### config.mk
export PLATFORM = sky130hd
export DESIGN_NAME = uart_rx_cfg
export DESIGN_NICKNAME = d
export VERILOG_FILES = /design/src/rtl/uart_pkg.sv /design/src/rtl/uart_sync.sv /design/src/rtl/uart_rx_cfg.sv
export SDC_FILE = /design/constraint.sdc
export NUM_CORES = 1
export LEC_CHECK = 0
export BUFFER_PORTS_ARGS = -buffer_cell sky130_fd_sc_hd__buf_2
export CAP_MARGIN = 15
export CORE_MARGIN = 2
export CORE_UTILIZATION = 57
export CTS_BUF_LIST = sky130_fd_sc_hd__clkbuf_8
export CTS_CLUSTER_DIAMETER = 200
export DETAILED_ROUTE_END_ITERATION = 7
export PLACE_DENSITY = 0.86
export SYNTH_ARGS = -nofsm -noshare
export SYNTH_HDL_FRONTEND = slang
export SYNTH_SLANG_ARGS = --single-unit
### constraint.sdc
create_clock -name i_clk -period 3.2 [get_ports i_clk]
set_input_delay 0.64 -clock i_clk [delete_from_list [all_inputs] [get_ports i_clk]]
set_output_delay 0.64 -clock i_clk [all_outputs]
set_load 0.01 [all_outputs]
### src/rtl/uart_pkg.sv
// Shared types and constants for the configurable UART receiver.
package uart_pkg;

    typedef enum logic [2:0] {
        StIdle,
        StStart,
        StData,
        StParity,
        StStop
    } uart_state_e;

    localparam logic [1:0] PAR_NONE = 2'b00;
    localparam logic [1:0] PAR_EVEN = 2'b01;
    localparam logic [1:0] PAR_ODD  = 2'b10;

    localparam int unsigned MIN_BAUD_DIV = 4;

    // Wide enough for a bit index up to DATA_BITS-1 with DATA_BITS <= 9
    localparam int unsigned BIT_IDX_W = 4;

    function automatic logic maj3(input logic a, input logic b, input logic c);
        return (a & b) | (a & c) | (b & c);
    endfunction

endpackage

### src/rtl/uart_sync.sv
// Two-flop RX synchroniser plus an edge-detect flop; all flops reset to the idle level 1.
module uart_sync (
    input  logic i_clk,
    input  logic i_rst_n,
    input  logic i_rx,
    output logic o_level,
    output logic o_fall
);

    logic r_s1;
    logic r_s2;
    logic r_s3;

    always_ff @(posedge i_clk) begin
        if (!i_rst_n) begin
            r_s1 <= 1'b1;
            r_s2 <= 1'b1;
            r_s3 <= 1'b1;
        end else begin
            r_s1 <= i_rx;
            r_s2 <= r_s1;
            r_s3 <= r_s2;
        end
    end

    assign o_level = r_s2;
    assign o_fall  = r_s3 & ~r_s2;

endmodule

### src/rtl/uart_rx_cfg.sv
// Configurable UART receiver: DATA_BITS data, runtime parity, 1/2 stop bits, error reporting.
// Define UART_RX_MAJORITY_EN for 2-of-3 majority sampling around mid-bit.
module uart_rx_cfg
    import uart_pkg::*;
#(
    parameter int unsigned DATA_BITS = 8,
    parameter int unsigned DIV_W     = 16
) (
    input  logic                 i_clk,
    input  logic                 i_rst_n,
    input  logic                 i_rx,
    input  logic [DIV_W-1:0]     i_baud_div,
    input  logic [1:0]           i_parity_mode,
    input  logic                 i_two_stop,
    input  logic                 i_clr_rdy,
    output logic [DATA_BITS-1:0] o_rx_data,
    output logic                 o_rdy,
    output logic                 o_parity_err,
    output logic                 o_frame_err,
    output logic                 o_overrun
);

    localparam logic [BIT_IDX_W-1:0] LAST_IDX = BIT_IDX_W'(DATA_BITS - 1);

    uart_state_e r_state;
    uart_state_e w_state_d;

    logic                 w_level;
    logic                 w_fall;
    logic                 w_tick;
    logic                 w_bit;

    logic [DIV_W-1:0]     r_cnt;
    logic [DIV_W-1:0]     r_div;
    logic [1:0]           r_par_mode;
    logic                 r_two_stop;
    logic [BIT_IDX_W-1:0] r_bit_idx;
    logic                 r_stop_idx;
    logic [DATA_BITS-1:0] r_shift;
    logic                 r_par_err;
    logic                 r_frm_err;

    logic [DATA_BITS-1:0] r_rx_data;
    logic                 r_rdy;
    logic                 r_parity_err;
    logic                 r_frame_err;
    logic                 r_overrun;

    logic                 w_par_en;
    logic                 w_last_data;
    logic                 w_last_stop;
    logic                 w_start;
    logic                 w_shift;
    logic                 w_par_chk;
    logic                 w_stop_smp;
    logic                 w_set_rdy;

    uart_sync u_sync (
        .i_clk   (i_clk),
        .i_rst_n (i_rst_n),
        .i_rx    (i_rx),
        .o_level (w_level),
        .o_fall  (w_fall)
    );

`ifdef UART_RX_MAJORITY_EN
    logic r_smp_a;
    logic r_smp_b;
    logic r_pend;

    // Samples at count 1 and 0; the third is the live level one cycle after reload
    always_ff @(posedge i_clk) begin
        if (!i_rst_n || r_state == StIdle) begin
            r_smp_a <= 1'b1;
            r_smp_b <= 1'b1;
            r_pend  <= 1'b0;
        end else begin
            r_pend <= (r_cnt == '0);
            if (r_cnt == DIV_W'(1)) r_smp_a <= w_level;
            if (r_cnt == '0)        r_smp_b <= w_level;
        end
    end

    assign w_tick = r_pend;
    assign w_bit  = maj3(r_smp_a, r_smp_b, w_level);
`else
    assign w_tick = (r_cnt == '0);
    assign w_bit  = w_level;
`endif

    assign w_par_en    = (r_par_mode == PAR_EVEN) || (r_par_mode == PAR_ODD);
    assign w_last_data = (r_bit_idx == LAST_IDX);
    assign w_last_stop = r_stop_idx || !r_two_stop;

    always_ff @(posedge i_clk) begin
        if (!i_rst_n) begin
            r_state <= StIdle;
        end else begin
            r_state <= w_state_d;
        end
    end

    always_comb begin
        w_state_d = r_state;
        case (r_state)
            StIdle:   if (w_fall) w_state_d = StStart;
            StStart:  if (w_tick) w_state_d = w_bit ? StIdle : StData;
            StData:   if (w_tick && w_last_data) w_state_d = w_par_en ? StParity : StStop;
            StParity: if (w_tick) w_state_d = StStop;
            StStop:   if (w_tick && w_last_stop) w_state_d = StIdle;
            default:  w_state_d = StIdle;
        endcase
    end

    always_comb begin
        w_start    = 1'b0;
        w_shift    = 1'b0;
        w_par_chk  = 1'b0;
        w_stop_smp = 1'b0;
        w_set_rdy  = 1'b0;
        case (r_state)
            StIdle:   w_start   = w_fall;
            StData:   w_shift   = w_tick;
            StParity: w_par_chk = w_tick;
            StStop: begin
                w_stop_smp = w_tick;
                w_set_rdy  = w_tick && w_last_stop;
            end
            default: ;
        endcase
    end

    // Frame configuration is captured at the start edge and held for the whole frame
    always_ff @(posedge i_clk) begin
        if (!i_rst_n) begin
            r_cnt      <= '0;
            r_div      <= '0;
            r_par_mode <= PAR_NONE;
            r_two_stop <= 1'b0;
        end else if (r_state == StIdle) begin
            if (w_start) begin
                r_cnt      <= i_baud_div >> 1;
                r_div      <= i_baud_div;
                r_par_mode <= i_parity_mode;
                r_two_stop <= i_two_stop;
            end
        end else if (r_cnt == '0) begin
            r_cnt <= r_div - DIV_W'(1);
        end else begin
            r_cnt <= r_cnt - DIV_W'(1);
        end
    end

    always_ff @(posedge i_clk) begin
        if (!i_rst_n) begin
            r_shift    <= '0;
            r_bit_idx  <= '0;
            r_stop_idx <= 1'b0;
            r_par_err  <= 1'b0;
            r_frm_err  <= 1'b0;
        end else begin
            if (w_start) begin
                r_bit_idx  <= '0;
                r_stop_idx <= 1'b0;
                r_par_err  <= 1'b0;
                r_frm_err  <= 1'b0;
            end
            if (w_shift) begin
                r_shift   <= {w_bit, r_shift[DATA_BITS-1:1]};
                r_bit_idx <= r_bit_idx + BIT_IDX_W'(1);
            end
            if (w_par_chk) begin
                r_par_err <= (^r_shift) ^ w_bit ^ (r_par_mode == PAR_ODD);
            end
            if (w_stop_smp) begin
                r_stop_idx <= 1'b1;
                if (!w_bit) r_frm_err <= 1'b1;
            end
        end
    end

    // Completion takes priority over a coincident clr_rdy
    always_ff @(posedge i_clk) begin
        if (!i_rst_n) begin
            r_rx_data    <= '0;
            r_rdy        <= 1'b0;
            r_parity_err <= 1'b0;
            r_frame_err  <= 1'b0;
            r_overrun    <= 1'b0;
        end else if (w_set_rdy) begin
            r_rx_data    <= r_shift;
            r_rdy        <= 1'b1;
            r_parity_err <= r_par_err;
            r_frame_err  <= r_frm_err | ~w_bit;
            r_overrun    <= r_rdy & ~i_clr_rdy;
        end else if (i_clr_rdy) begin
            r_rdy     <= 1'b0;
            r_overrun <= 1'b0;
        end
    end

    assign o_rx_data    = r_rx_data;
    assign o_rdy        = r_rdy;
    assign o_parity_err = r_parity_err;
    assign o_frame_err  = r_frame_err;
    assign o_overrun    = r_overrun;

endmodule
After elaboration in Yosys (flattened, before gate mapping)
Index checks and enable logic that the tools add are counted.
W data, S select, Z words.
Cells by class
  add/subtract/negate cells: 3
  equality and inequality tests: 13
  mux-type cells: 27
  bitwise operators: 7
  reductions and logical operators: 14
Operator list (count)
  $mux W16: 3
  $sub A16 B1 Y16 const B: 2
  $mux W3: 6
  $logic_not A16 Y1: 1
  $pmux W3 S5: 1
  $mux W1: 14
  $ne A2 B2 Y1 const B: 6
  $mux W4: 2
  $reduce_bool A2 Y1: 4
  $reduce_xor A8 Y1: 1
  $eq A3 B2 Y1 const B: 2
  $reduce_and A5 Y1: 1
  $add A4 B1 Y4 const B: 1
  $eq A4 B3 Y1 const B: 1
  $eq A3 B1 Y1 const B: 1
  $eq A3 B3 Y1 const B: 1
  $logic_not A3 Y1: 1
  $and A1 B1 Y1: 2
  $eq A2 B1 Y1 const B: 1
  $eq A2 B2 Y1 const B: 1
  $logic_and A1 B1 Y1: 2
  $logic_or A1 B1 Y1: 2
  $mux W2: 1
  $not A1 Y1: 2
  4 further kinds: 5
Word-level totals
  register bits after elaboration: 68
  input bits: 23
  logic and storage cells: 82

Depth between registers and ports, before layout
  word-level depth: 6
  mapped depth: 13
  mapped depth without buffers: 11

Hierarchy
A second synthesis with hierarchy kept.
Unflattened totals
  cells, all modules: 409
  area, all modules: 3497.1 µm²
By module, submodules not included
  uart_rx_cfg: instances 1, cells each 402, area each 3412.0 µm², sequential area each 1301.2 µm²
  uart_sync: instances 1, cells each 7, area each 85.1 µm², sequential area each 60.1 µm²

Least setup slack after synthesis
Ideal clock, no wire load.
  path type: register to register
  start: reg r_cnt[9]
  end: reg r_cnt[12]
  setup time: 95 ps
  arrival: 2761 ps
  setup slack: 344 ps
  cell stages (with the launch flop): 14
  buffers on the path: 2
  clock period less this slack: 2856 ps
  cell sequence: dfxtp_1 > clkbuf_2 > nor3_2 > nand3_1 > nor2_1 > clkbuf_1 > a21oi_1 > ha_1 > or3b_2 > nor3_1 > o31a_1 > nand4_1 > xnor2_1 > a221oi_1
Between the ends
  word-level cells in the longest chain between the ends: 3
RTL lines
  start, declared: line uart_rx_cfg.sv:33  | logic [DIV_W-1:0] r_cnt;
  start signal, assigned: line uart_rx_cfg.sv:142  | r_cnt <= i_baud_div >> 1;
  start signal, assigned: line uart_rx_cfg.sv:148  | r_cnt <= r_div - DIV_W'(1);
  start signal, assigned: line uart_rx_cfg.sv:150  | r_cnt <= r_cnt - DIV_W'(1);
  $sub A16 B1 Y16 or $logic_not A16 Y1 (tied branches): line uart_rx_cfg.sv:150, uart_rx_cfg.sv:147
  $mux W16 (*): line uart_rx_cfg.sv:147  | end else if (r_cnt == '0) begin
  $mux W16 (*): line uart_rx_cfg.sv:140  | end else if (r_state == StIdle) begin
Every way passes the cells marked *; elsewhere a longest branch is shown, timed or not.
A chain may end at the register's enable or synchronous reset.

Worst setup path after layout
  start: reg r_cnt[7]
  end: reg r_cnt[12]
Same word-level chain as after synthesis.

==> summary.txt <==
fin nets: 482
hold path cells: 1
final hold violation count: 0
clk sinks: 68
R2R Setup Slk: 290 ps
Post-synth ARST share: 0
skew final: 7.791 ps
syn nets: 454
hold buffer count at cts: 0
post-detail-place hpwl: 6111 um
largest net degree at the start of global routing: 35
WHS Endpoint: u_sync.o_level$_SDFF_PN1_
Synth Instances: 428
commonest non-fill, non-tap cell in the layout: nand2_1
crit path time final: 2914 ps
Hold WC Path Type: flop to flop
post-route cell area: 3974 um2
initial antenna violation count: 0
n_diodes: 0
CORE AREA: 5921 um2
ratio of cells with drive above 1 in the final layout: 0.1692
worst slew pin tran: 734.8 ps
CTS Buffer Depth: 2
Worst EP required: 3460 ps
Final period util: 0.9105
worst reg2reg endpoint: r_cnt[12]$_SDFFE_PN0P_
PD cells: 729.6 nW/um2
EDFF count, synth: 0
Startpoint Class: flop
path depth of the worst reg2reg path: 11
Initial Util: 0.5915
GPL Wtd Cong: 0.9241
worst skew pair latency: 350 ps
vias in the first global route: 2931
CTS H-tree lvls: 3
sequential share of the synthesized area: 0.3887
Die W: 82.39 um
die height: 82.39 um
critical path peak fanout: 5
Avg WL per Cell: 16.23 um
Worst Setup End Kind: flop
f_max: 0.3432 GHz
Pwr Total: 0.002899 W
maximum vdd drop: 0.0005831 V
Synth Cell Area: 3502 um2
Final ANT Viol Nets: 0
cts repair resizes: 0
synth-to-layout area growth: 13.47%
Synth Area per Inst: 8.182 um2
CTS root buffer: clkbuf_8
DIE AREA: 6787 um2
WHS: 421.6 ps
DRC: 0
CTS Buf Count: 9
synth unique cells: 64
grt ovf: 0
Non-Filler Instances: 536
hold_sp: u_sync.r_s1$_SDFF_PN1_
outcome: finished clean
pins over their slew limit: 0
highest-count cells in the layout ignoring fill and taps: nand2_1, dfxtp_1, a21oi_1
Setup TNS Final: 0 ps
Vias: 3250
Synth Register Bits: 68
unrepaired setup endpoints after global routing: false
warnings from Yosys: 0
final setup fails: 0
Total GRT Usage: 0.2784
first-pass GRT wire length: 14180 um
WP data arrival: 3170 ps
ys flop type: dfxtp_1
Post-DP Area: 3727 um2
vias per cell: 6.063
DR pass1 iterations: 5
Port Buffers: 34
Post-CTS Setup Inserts: 0
Leakage: 1.554 nW
Max Cap Viol: 0
kind of critical path: flop to flop
Placed Cells: 520
Relative slew margins: 0.5101
CTS tree: yes
R2R Path Start: r_cnt[7]$_SDFFE_PN0P_
routed wire length: 8697 um
Reg clk slew, reported paths: 70 ps
Iter 0 DRT Violations: 255
Rows: 28
I/O pins: 35
# fillers: 502
## cells by family (layout without fill, tap and decap cells)
logic type,Yosys count,count (layout),synth area share
AOI/OAI and AO/OA,101,101,0.1944
xor gates and xnor gates,16,16,0.04002
DFF,68,68,0.3887
buffers and inverters,34,67,0.04215
and+or+nand+nor,183,183,0.2583
adders and majority gates,3,3,0.01072
muxes,23,23,0.06574
## metrics by stage
step                setup WS, ps    util
floorplan                  344.0       -
CTS                        320.2  0.6712
finish                     286.5  0.6712
global placement           409.6  0.6295
global route               22.37  0.6712
detailed placement         330.7  0.6295
## synth_stat cells (all sizes together), types with 7 or more instances
cell type | number | area share
nand2 | 72 | 0.077
dfxtp | 68 | 0.39
a21oi | 46 | 0.066
nor2 | 41 | 0.045
mux2i | 23 | 0.066
clkbuf | 21 | 0.023
nor3 | 20 | 0.033
xnor2 | 13 | 0.033
nor4 | 9 | 0.024
a211oi | 8 | 0.019
buf | 8 | 0.014
nand2b | 7 | 0.013
o21ai | 7 | 0.010
## cell type report
class                      instances  area (um2)  area share
clock buffer                       9       123.9     0.03117
timing repair buffer              46       260.3     0.06549
tap                               75       93.84     0.02361
clock inverter                     7       122.6     0.03086
inverter                           5       18.77    0.004723
multi-input combinational        326        1993      0.5016
sequential                        68        1361      0.3426
## power by group
part	switching [W]	internal, W
logic	0.000627	0.000404
clock network	0.000350	0.000521
registers	0.0000917	0.000906
## routing by layer
| layer | up-vias | global-route usage | share of wire | wire length (um) |
|---|---|---|---|---|
| met5 | - | 0 | 0 | 0 |
| met4 | 0 | 0.1067 | 0.012 | 107 |
| met3 | 10 | 0.04783 | 0.049 | 423 |
| met2 | 117 | 0.4847 | 0.51 | 4406 |
| met1 | 1530 | 0.3417 | 0.43 | 3759 |
| li1 | 1593 | - | - | - |
## state kept, by name (all words and copies together) (netlist names), 2 cells and up
signal      cells
r_shift         8
o_rx_data       8
r_div          16
r_cnt          16
r_bit_idx       4
r_state         3
r_par_mode      2
## how the worst max path moves through the flow
stage                        endpoint  depth (start not counted)  slack, ps                    from
3_5_place_dp   r_cnt[12]$_SDFFE_PN0P_                         11        330   r_cnt[7]$_SDFFE_PN0P_
2_1_floorplan  r_cnt[12]$_SDFFE_PN0P_                         13        340   r_cnt[9]$_SDFFE_PN0P_
6_report       r_cnt[12]$_SDFFE_PN0P_                         11        290   r_cnt[7]$_SDFFE_PN0P_
5_1_grt        r_cnt[12]$_SDFFE_PN0P_                         11         20  r_cnt[14]$_SDFFE_PN0P_
3_3_place_gp   r_cnt[12]$_SDFFE_PN0P_                         11        410  r_cnt[14]$_SDFFE_PN0P_
4_1_cts        r_cnt[12]$_SDFFE_PN0P_                         11        320   r_cnt[7]$_SDFFE_PN0P_
## critical path: stages (launching register included)
cell      delay (ps)
dfxtp_1          420
nor4_1           110
nand2_1          200
nor2_1           140
a21oi_1          200
ha_1             210
or3b_2           500
nor3_1           150
o31a_1           290
nand4_1          160
xnor2_1          180
a221oi_1         260
Note: power is estimated with default switching activity, not from simulation.
